$ cat src/rtl/serial_adder_pkg.sv
// Shared definitions for the bit-serial adder family: FSM encoding and a
// counter-width helper sized at elaboration time.
package serial_adder_pkg;

    typedef enum logic {
        IDLE = 1'b0,
        RUN  = 1'b1
    } state_t;

    // Bits needed to count 0..value-1; value must be at least 2.
    function automatic int clog2(input int value);
        int result;
        result = 0;
        for (int v = value - 1; v > 0; v = v >> 1) begin
            result++;
        end
        return result;
    endfunction

endpackage

$ cat src/rtl/fa_cell.sv
// One-bit full adder; the serial datapath reuses this single cell every cycle.
module fa_cell (
    input  logic a,
    input  logic b,
    input  logic ci,
    output logic s,
    output logic co
);

    assign s  = a ^ b ^ ci;
    assign co = (a & b) | (a & ci) | (b & ci);

endmodule

$ cat src/rtl/serial_adder.sv
// Bit-serial add/subtract: one bit per clock, LSB first, result registered
// and flagged by a one-cycle Done pulse after WIDTH clocks.
module serial_adder
    import serial_adder_pkg::*;
#(
    parameter int WIDTH = 8
) (
    input  logic             clk,
    input  logic             rst,
    input  logic             Start,
    input  logic             Sub,
    input  logic [WIDTH-1:0] A,
    input  logic [WIDTH-1:0] B,
    input  logic             Cin,
    output logic             Busy,
    output logic             Done,
    output logic [WIDTH-1:0] Sum,
    output logic             Cout,
    output logic             Ovf
);

    localparam int CNT_W = clog2(WIDTH);

    state_t             state;
    logic [WIDTH-1:0]   a_sr;
    logic [WIDTH-1:0]   b_sr;
    logic [WIDTH-1:0]   res_sr;
    logic               carry;
    logic [CNT_W-1:0]   cnt;
    logic               bit_s;
    logic               bit_co;
    logic               last_bit;

    fa_cell u_fa (
        .a  (a_sr[0]),
        .b  (b_sr[0]),
        .ci (carry),
        .s  (bit_s),
        .co (bit_co)
    );

    assign last_bit = (cnt == CNT_W'(WIDTH - 1));

    // Subtraction is folded in at load time (B inverted, carry-in inverted),
    // so the RUN datapath never needs to know the operation.
    // NOTE: all state uses non-blocking assignments so every register samples
    // pre-edge values; blocking here would chain the shift stages in one cycle.
    always_ff @(posedge clk or posedge rst) begin
        if (rst) begin
            state  <= IDLE;
            a_sr   <= '0;
            b_sr   <= '0;
            res_sr <= '0;
            carry  <= 1'b0;
            cnt    <= '0;
            Busy   <= 1'b0;
            Done   <= 1'b0;
            Sum    <= '0;
            Cout   <= 1'b0;
            Ovf    <= 1'b0;
        end else begin
            Done <= 1'b0;
            case (state)
                IDLE: begin
                    if (Start) begin
                        a_sr   <= A;
                        b_sr   <= Sub ? ~B : B;
                        carry  <= Sub ? ~Cin : Cin;
                        res_sr <= '0;
                        cnt    <= '0;
                        Busy   <= 1'b1;
                        state  <= RUN;
                    end
                end
                RUN: begin
                    a_sr   <= a_sr >> 1;
                    b_sr   <= b_sr >> 1;
                    res_sr <= {bit_s, res_sr[WIDTH-1:1]};
                    carry  <= bit_co;
                    cnt    <= cnt + 1'b1;
                    if (last_bit) begin
                        // carry still holds the carry into the MSB here
                        Sum   <= {bit_s, res_sr[WIDTH-1:1]};
                        Cout  <= bit_co;
                        Ovf   <= carry ^ bit_co;
                        Done  <= 1'b1;
                        Busy  <= 1'b0;
                        state <= IDLE;
                    end
                end
                default: state <= IDLE;
            endcase
        end
    end

endmodule

$ cat config.mk
export PLATFORM = sky130hd
export DESIGN_NAME = serial_adder
export DESIGN_NICKNAME = d
export VERILOG_FILES = /design/src/rtl/serial_adder_pkg.sv /design/src/rtl/fa_cell.sv /design/src/rtl/serial_adder.sv
export SDC_FILE = /design/constraint.sdc
export NUM_CORES = 1
export LEC_CHECK = 0
export ABC_CLOCK_PERIOD_IN_PS = 2300
export BUFFER_PORTS_ARGS = -buffer_cell sky130_fd_sc_hd__buf_4
export CORE_MARGIN = 2
export CORE_UTILIZATION = 58
export DETAILED_ROUTE_END_ITERATION = 10
export PLACE_DENSITY = 0.83
export SLEW_MARGIN = 20
export SYNTH_ARGS = -nofsm -noshare
export SYNTH_HDL_FRONTEND = slang
export SYNTH_SLANG_ARGS = --single-unit
export TNS_END_PERCENT = 5
$ cat constraint.sdc
create_clock -name clk -period 2.3 [get_ports clk]
set_input_delay 0.23 -clock clk [delete_from_list [all_inputs] [get_ports clk]]
set_output_delay 0.23 -clock clk [all_outputs]
set_load 0.02 [all_outputs]
After elaboration in Yosys (flattened, before gate mapping)
Cells that the tools add are included.

Logic and storage cells: 48. Memories: 0. Bits in read-only memories: 0. Input port bits: 21. Output and inout bits: 12. Latch bits: 0. Flip-flop bits (word level): 41. RAM bits: 0.

Add/sub/neg operators: 1. Reduce and logical (&&, ||, !) cells: 2. Div/mod/pow operators: 0. Multiplexer cells: 20. $mul: 0. Bitwise operators: 11. Equal/unequal tests: 3. Order comparisons: 0. Shift operators: 0.

Operators by type and width (count): 8-bit one-hot mux with 2 select lines (3); 8-bit two-way mux (4); 1-bit two-way mux (8); 8-bit inverter (1); 1-bit one-hot mux with 2 select lines (3); 3-bit one-hot mux with 2 select lines (1); 2-bit AND reduction (2); 3-bit by 1-bit adder with 3-bit output (second input constant) (1); 1-bit bitwise AND (3); 3-bit == test (second input constant) (1); 3-bit two-way mux (1); 1-bit XOR (3); 2-bit by 1-bit != test with 1-bit output (second input constant) (1); 2-bit != test (second input constant) (1); 1-bit inverter (2); 1-bit bitwise OR (2).

Logic depth before layout (Yosys ltp)
Depth after elaboration: 4. Gate-level depth with buffers: 5. Gate-level depth less buffers: 4.

Hierarchy
From an unflattened synthesis, not the netlist that was laid out.

Cell total of the unflattened synthesis: 160. Area, all modules: 1846.8 sq um.

By module, submodules not included: serial_adder (area each 1826.8 sq um, seq. area each 1001.0 sq um, times used 1, cells each 159); fa_cell (area each 20.0 sq um, seq. area each 0.0 sq um, times used 1, cells each 1).

Least setup slack after synthesis
No wires, ideal clock.

Path kind: register to register. Start point: reg cnt[0]. End point: reg Cout. Data required time: 2.175 ns. Library setup time: 0.125 ns. Arrival time: 1.321 ns. Slack: 0.854 ns. Clock period less this slack: 1.446 ns. Stages on the path, launching flop included: 6. Buffers on the path: 1. Cell sequence: dfrtp_1 > ha_1 > ha_1 > nand2_1 > buf_6 > mux2_2.

Word-level cells in the longest chain between the ends: 2.

RTL lines: start, declared (line serial_adder.sv:29) `logic [CNT_W-1:0] cnt;`; start signal, assigned (line serial_adder.sv:80) `cnt <= cnt + 1'b1;`; 3-bit == test (line serial_adder.sv:42) `assign last_bit = (cnt == CNT_W'(WIDTH - 1));`; 2-bit AND reduction (no line); end signal, assigned (line serial_adder.sv:84) `Cout <= bit_co;`; end, declared (line serial_adder.sv:18) `output logic Cout,`.

No other way between the ends. A chain may end at the register's enable or synchronous reset.

Worst setup path in the final report
Start point: reg cnt[0]. End point: reg Sum[4].

Word-level cells in the longest chain between the ends: 2.

RTL lines: 3-bit == test (line serial_adder.sv:42); 2-bit AND reduction (no line); end signal, assigned (line serial_adder.sv:83) `Sum <= {bit_s, res_sr[WIDTH-1:1]};`; end, declared (line serial_adder.sv:17) `output logic [WIDTH-1:0] Sum,`.

No other way between the ends.

==> flow_summary.json <==
{
  "crit_chain": "ha_1, ha_1, nand2_1, mux2_2",
  "hold_viol": 29,
  "remaining_drc_errors": 0,
  "worstPathArrival_ps": 1910,
  "cts_tree": "done",
  "placed_area_sq_um": 2067,
  "hold_buffers": 0,
  "nNetsFinal": 210,
  "ys_top_cells_by_area": "dfrtp_1 (55%), mux2_2 (6.2%), mux2i_1 (5.0%), nand2_1 (3.9%), o21ai_0 (3.6%)",
  "setup_violations": 0,
  "outcome": "finished with violations",
  "insertion_delay_ps": 340,
  "postSynthNetCount": 177,
  "setup_slack_ps": 627.2,
  "ys_seq_elements": 40,
  "report.final.slew_viol_count": 0,
  "fin_crit_sh": 0.7273,
  "core-area_sq_um": 3028,
  "grt_pass1_wl_mm": 5.306,
  "maxCapViolCount": 0,
  "vias": 1209,
  "hold_path_class": "primary input to async pin",
  "dp_hpwl_mm": 2.147,
  "slowest_stage": "dfrtp_1",
  "fin_setup_tns_ps": 0,
  "yosysWarnings": 0,
  "drt-total-wl_mm": 2.963,
  "cts_buffers": 5,
  "yosysSeqAreaShare": 0.5510,
  "antenna-diode-count": 0,
  "crit_family": "adder cells",
  "clock-skew-final_ps": 7.193,
  "ios": 33,
  "synth_edf_count": 0,
  "cp-end-kind": "register",
  "row_count": 20,
  "final_antenna_net_count": 0,
  "cpMostUsedCell": "ha_1",
  "grt.overflow.total": 0,
  "synth_area_sq_um": 1817,
  "syn_area_per_cell_sq_um": 11.95,
  "crit_type": "register to register",
  "cts_root_buffer": "clkbuf_4",
  "syn_to_final_growth_pct": 17.15,
  "start_util": 0.6000,
  "critPathMaxStageDelay_ps": 410,
  "yosysMostFrequentCell": "dfrtp_1",
  "clkTransAtPathRegs_ps": 110,
  "required_ps": 2540,
  "die_h_um": 59.97,
  "rsz0062_at_grt": "no",
  "post_synth_num_cell_types": 26,
  "synth_top_area_cell": "dfrtp_1",
  "clock.fmax_mhz": 597.8,
  "drtIter0Drc": 38,
  "leakagePower_nw": 1.040,
  "maxSlewHeadroom": 0.6533,
  "grt_pass1_vias": 1203,
  "vias_per_cell": 5.257,
  "p_total_w": 0.002446,
  "synth-async-reset-ratio": 1.000,
  "synthCells": 152,
  "grt_max_degree": 41,
  "cts_setup_buffers": 0,
  "dieArea_sq_um": 3596,
  "violations": "hold timing",
  "worst_pin_slew_ps": 520.0,
  "post-route-min-period_ps": 1673,
  "synthDominantCellAreaShare": 0.5510,
  "cts.sinks": 40,
  "hold_slack_ps": -17.18,
  "netlist_top_cells_count": "dfrtp_1 (40), nand2_1 (19), o21ai_0 (13)",
  "wl_per_cell_um": 12.88,
  "critPathBufInv": 0,
  "grt_usage": 0.2066,
  "design_area_sq_um": 2128,
  "htree_levels": 2,
  "ys.flop_type": "dfrtp_1",
  "path_max_fanout": 11,
  "die_w_um": 59.97,
  "firstDrtPassIters": 6,
  "power_density_nw_per_um2": 1149,
  "cts_resized": 0,
  "post-place-ws_ps": 618.5,
  "peakVddDrop_uv": 499.2,
  "crit_path_start_kind": "register",
  "antenna_found_initial": 0,
  "gp_congestion": 0.7085,
  "cts_buffer_depth": 2,
  "io_buffer_count": 32,
  "drive_gt1_frac": 0.2903
}
## cell families (layout without fill, tap and decap cells)
kind of cell               after synthesis  after routing  synth area share
DFF                                     40             40            0.5510
and+or+nand+nor                         40             40            0.1136
AOI/OAI and AO/OA                       27             27            0.1006
muxes                                   19             19            0.1116
buffers and inverters                   12             46           0.04338
xor gates and xnor gates                10             10           0.04821
adders and majority gates                4              4           0.03168
## power breakdown
group	switching (W)	leakage, nW	internal, W
clock	0.000221	0.0380	0.000146
sequential	0.000202	0.518	0.000980
combinational	0.000439	0.484	0.000459
total	0.000862	1.04	0.00158
## final timing paths
check / startpoint / slack, ps / endpoint / cells after the start
min in group clk: A[7] / 160 / a_sr[7] / 3
max in group asynchronous: rst / 1970 / a_sr[3] / 3
min: rst / -20 / res_sr[1] / 3
max reg2reg: cnt[0] / 630 / Sum[4] / 4
max: cnt[0] / 630 / Sum[4] / 4
min reg2reg: a_sr[1] / 500 / a_sr[0] / 2
## metal layers
metal / wire length, um / global-route usage
met1: 1241 / 0.2461
met2: 1521 / 0.3447
met3: 152 / 0.07143
met4: 48 / 0.07619
met5: 0 / 0
## placed cells by master, fill, tap and decap left out
master | synthesis | final
nor2b_1 | 1 | 1
xor2_1 | 4 | 4
a22o_1 | 3 | 3
or2b_1 | 1 | 1
or3b_1 | 5 | 5
dfrtp_1 | 40 | 40
clkinv_2 | 0 | 2
nand2b_1 | 7 | 7
mux2i_1 | 9 | 9
mux2_2 | 10 | 10
nor2_1 | 4 | 4
ha_1 | 3 | 3
a221o_1 | 3 | 3
xnor2_1 | 6 | 6
fa_1 | 1 | 1
a21oi_1 | 1 | 1
a211oi_2 | 1 | 1
nand2_1 | 19 | 19
and2_1 | 3 | 3
buf_4 | 0 | 35
o21ai_0 | 13 | 13
inv_1 | 3 | 3
clkbuf_4 | 0 | 5
clkbuf_8 | 0 | 1
o211ai_1 | 5 | 5
o22ai_1 | 1 | 1
## per-stage QoR
| step | hold WS [ps] | instances | utilization |
|---|---|---|---|
| floorplan | 386.3 | 152 | - |
| global placement | 379.3 | 222 | 0.6826 |
| detailed placement | 391.5 | 222 | 0.6826 |
| CTS | 2.530 | 230 | 0.7029 |
| global route | 7.374 | 230 | 0.7029 |
| finish | -17.18 | 230 | 0.7029 |
## flip-flops by register name, summed over array words and instances, names as in the netlist
register and cells:
a_sr 8, carry 1, b_sr 8, Busy 1, Done 1, cnt 3, state 1, res_sr 7
Sum 8, Cout 1, Ovf 1
## worst min-delay path, cell delays in order
cell	delay, ps
buf_4	110
inv_1	40
buf_4	410
## cell type report
class	count	area (sq um)
Multi-Input combinational cell	100	737.0
Sequential cell	40	1001
Timing Repair Buffer	35	262.8
Fill cell	219	899.6
Clock inverter	2	10.01
Tap cell	44	55.05
Clock buffer	6	51.30
Inverter	3	11.26
Note: power is estimated with default switching activity, not from simulation.
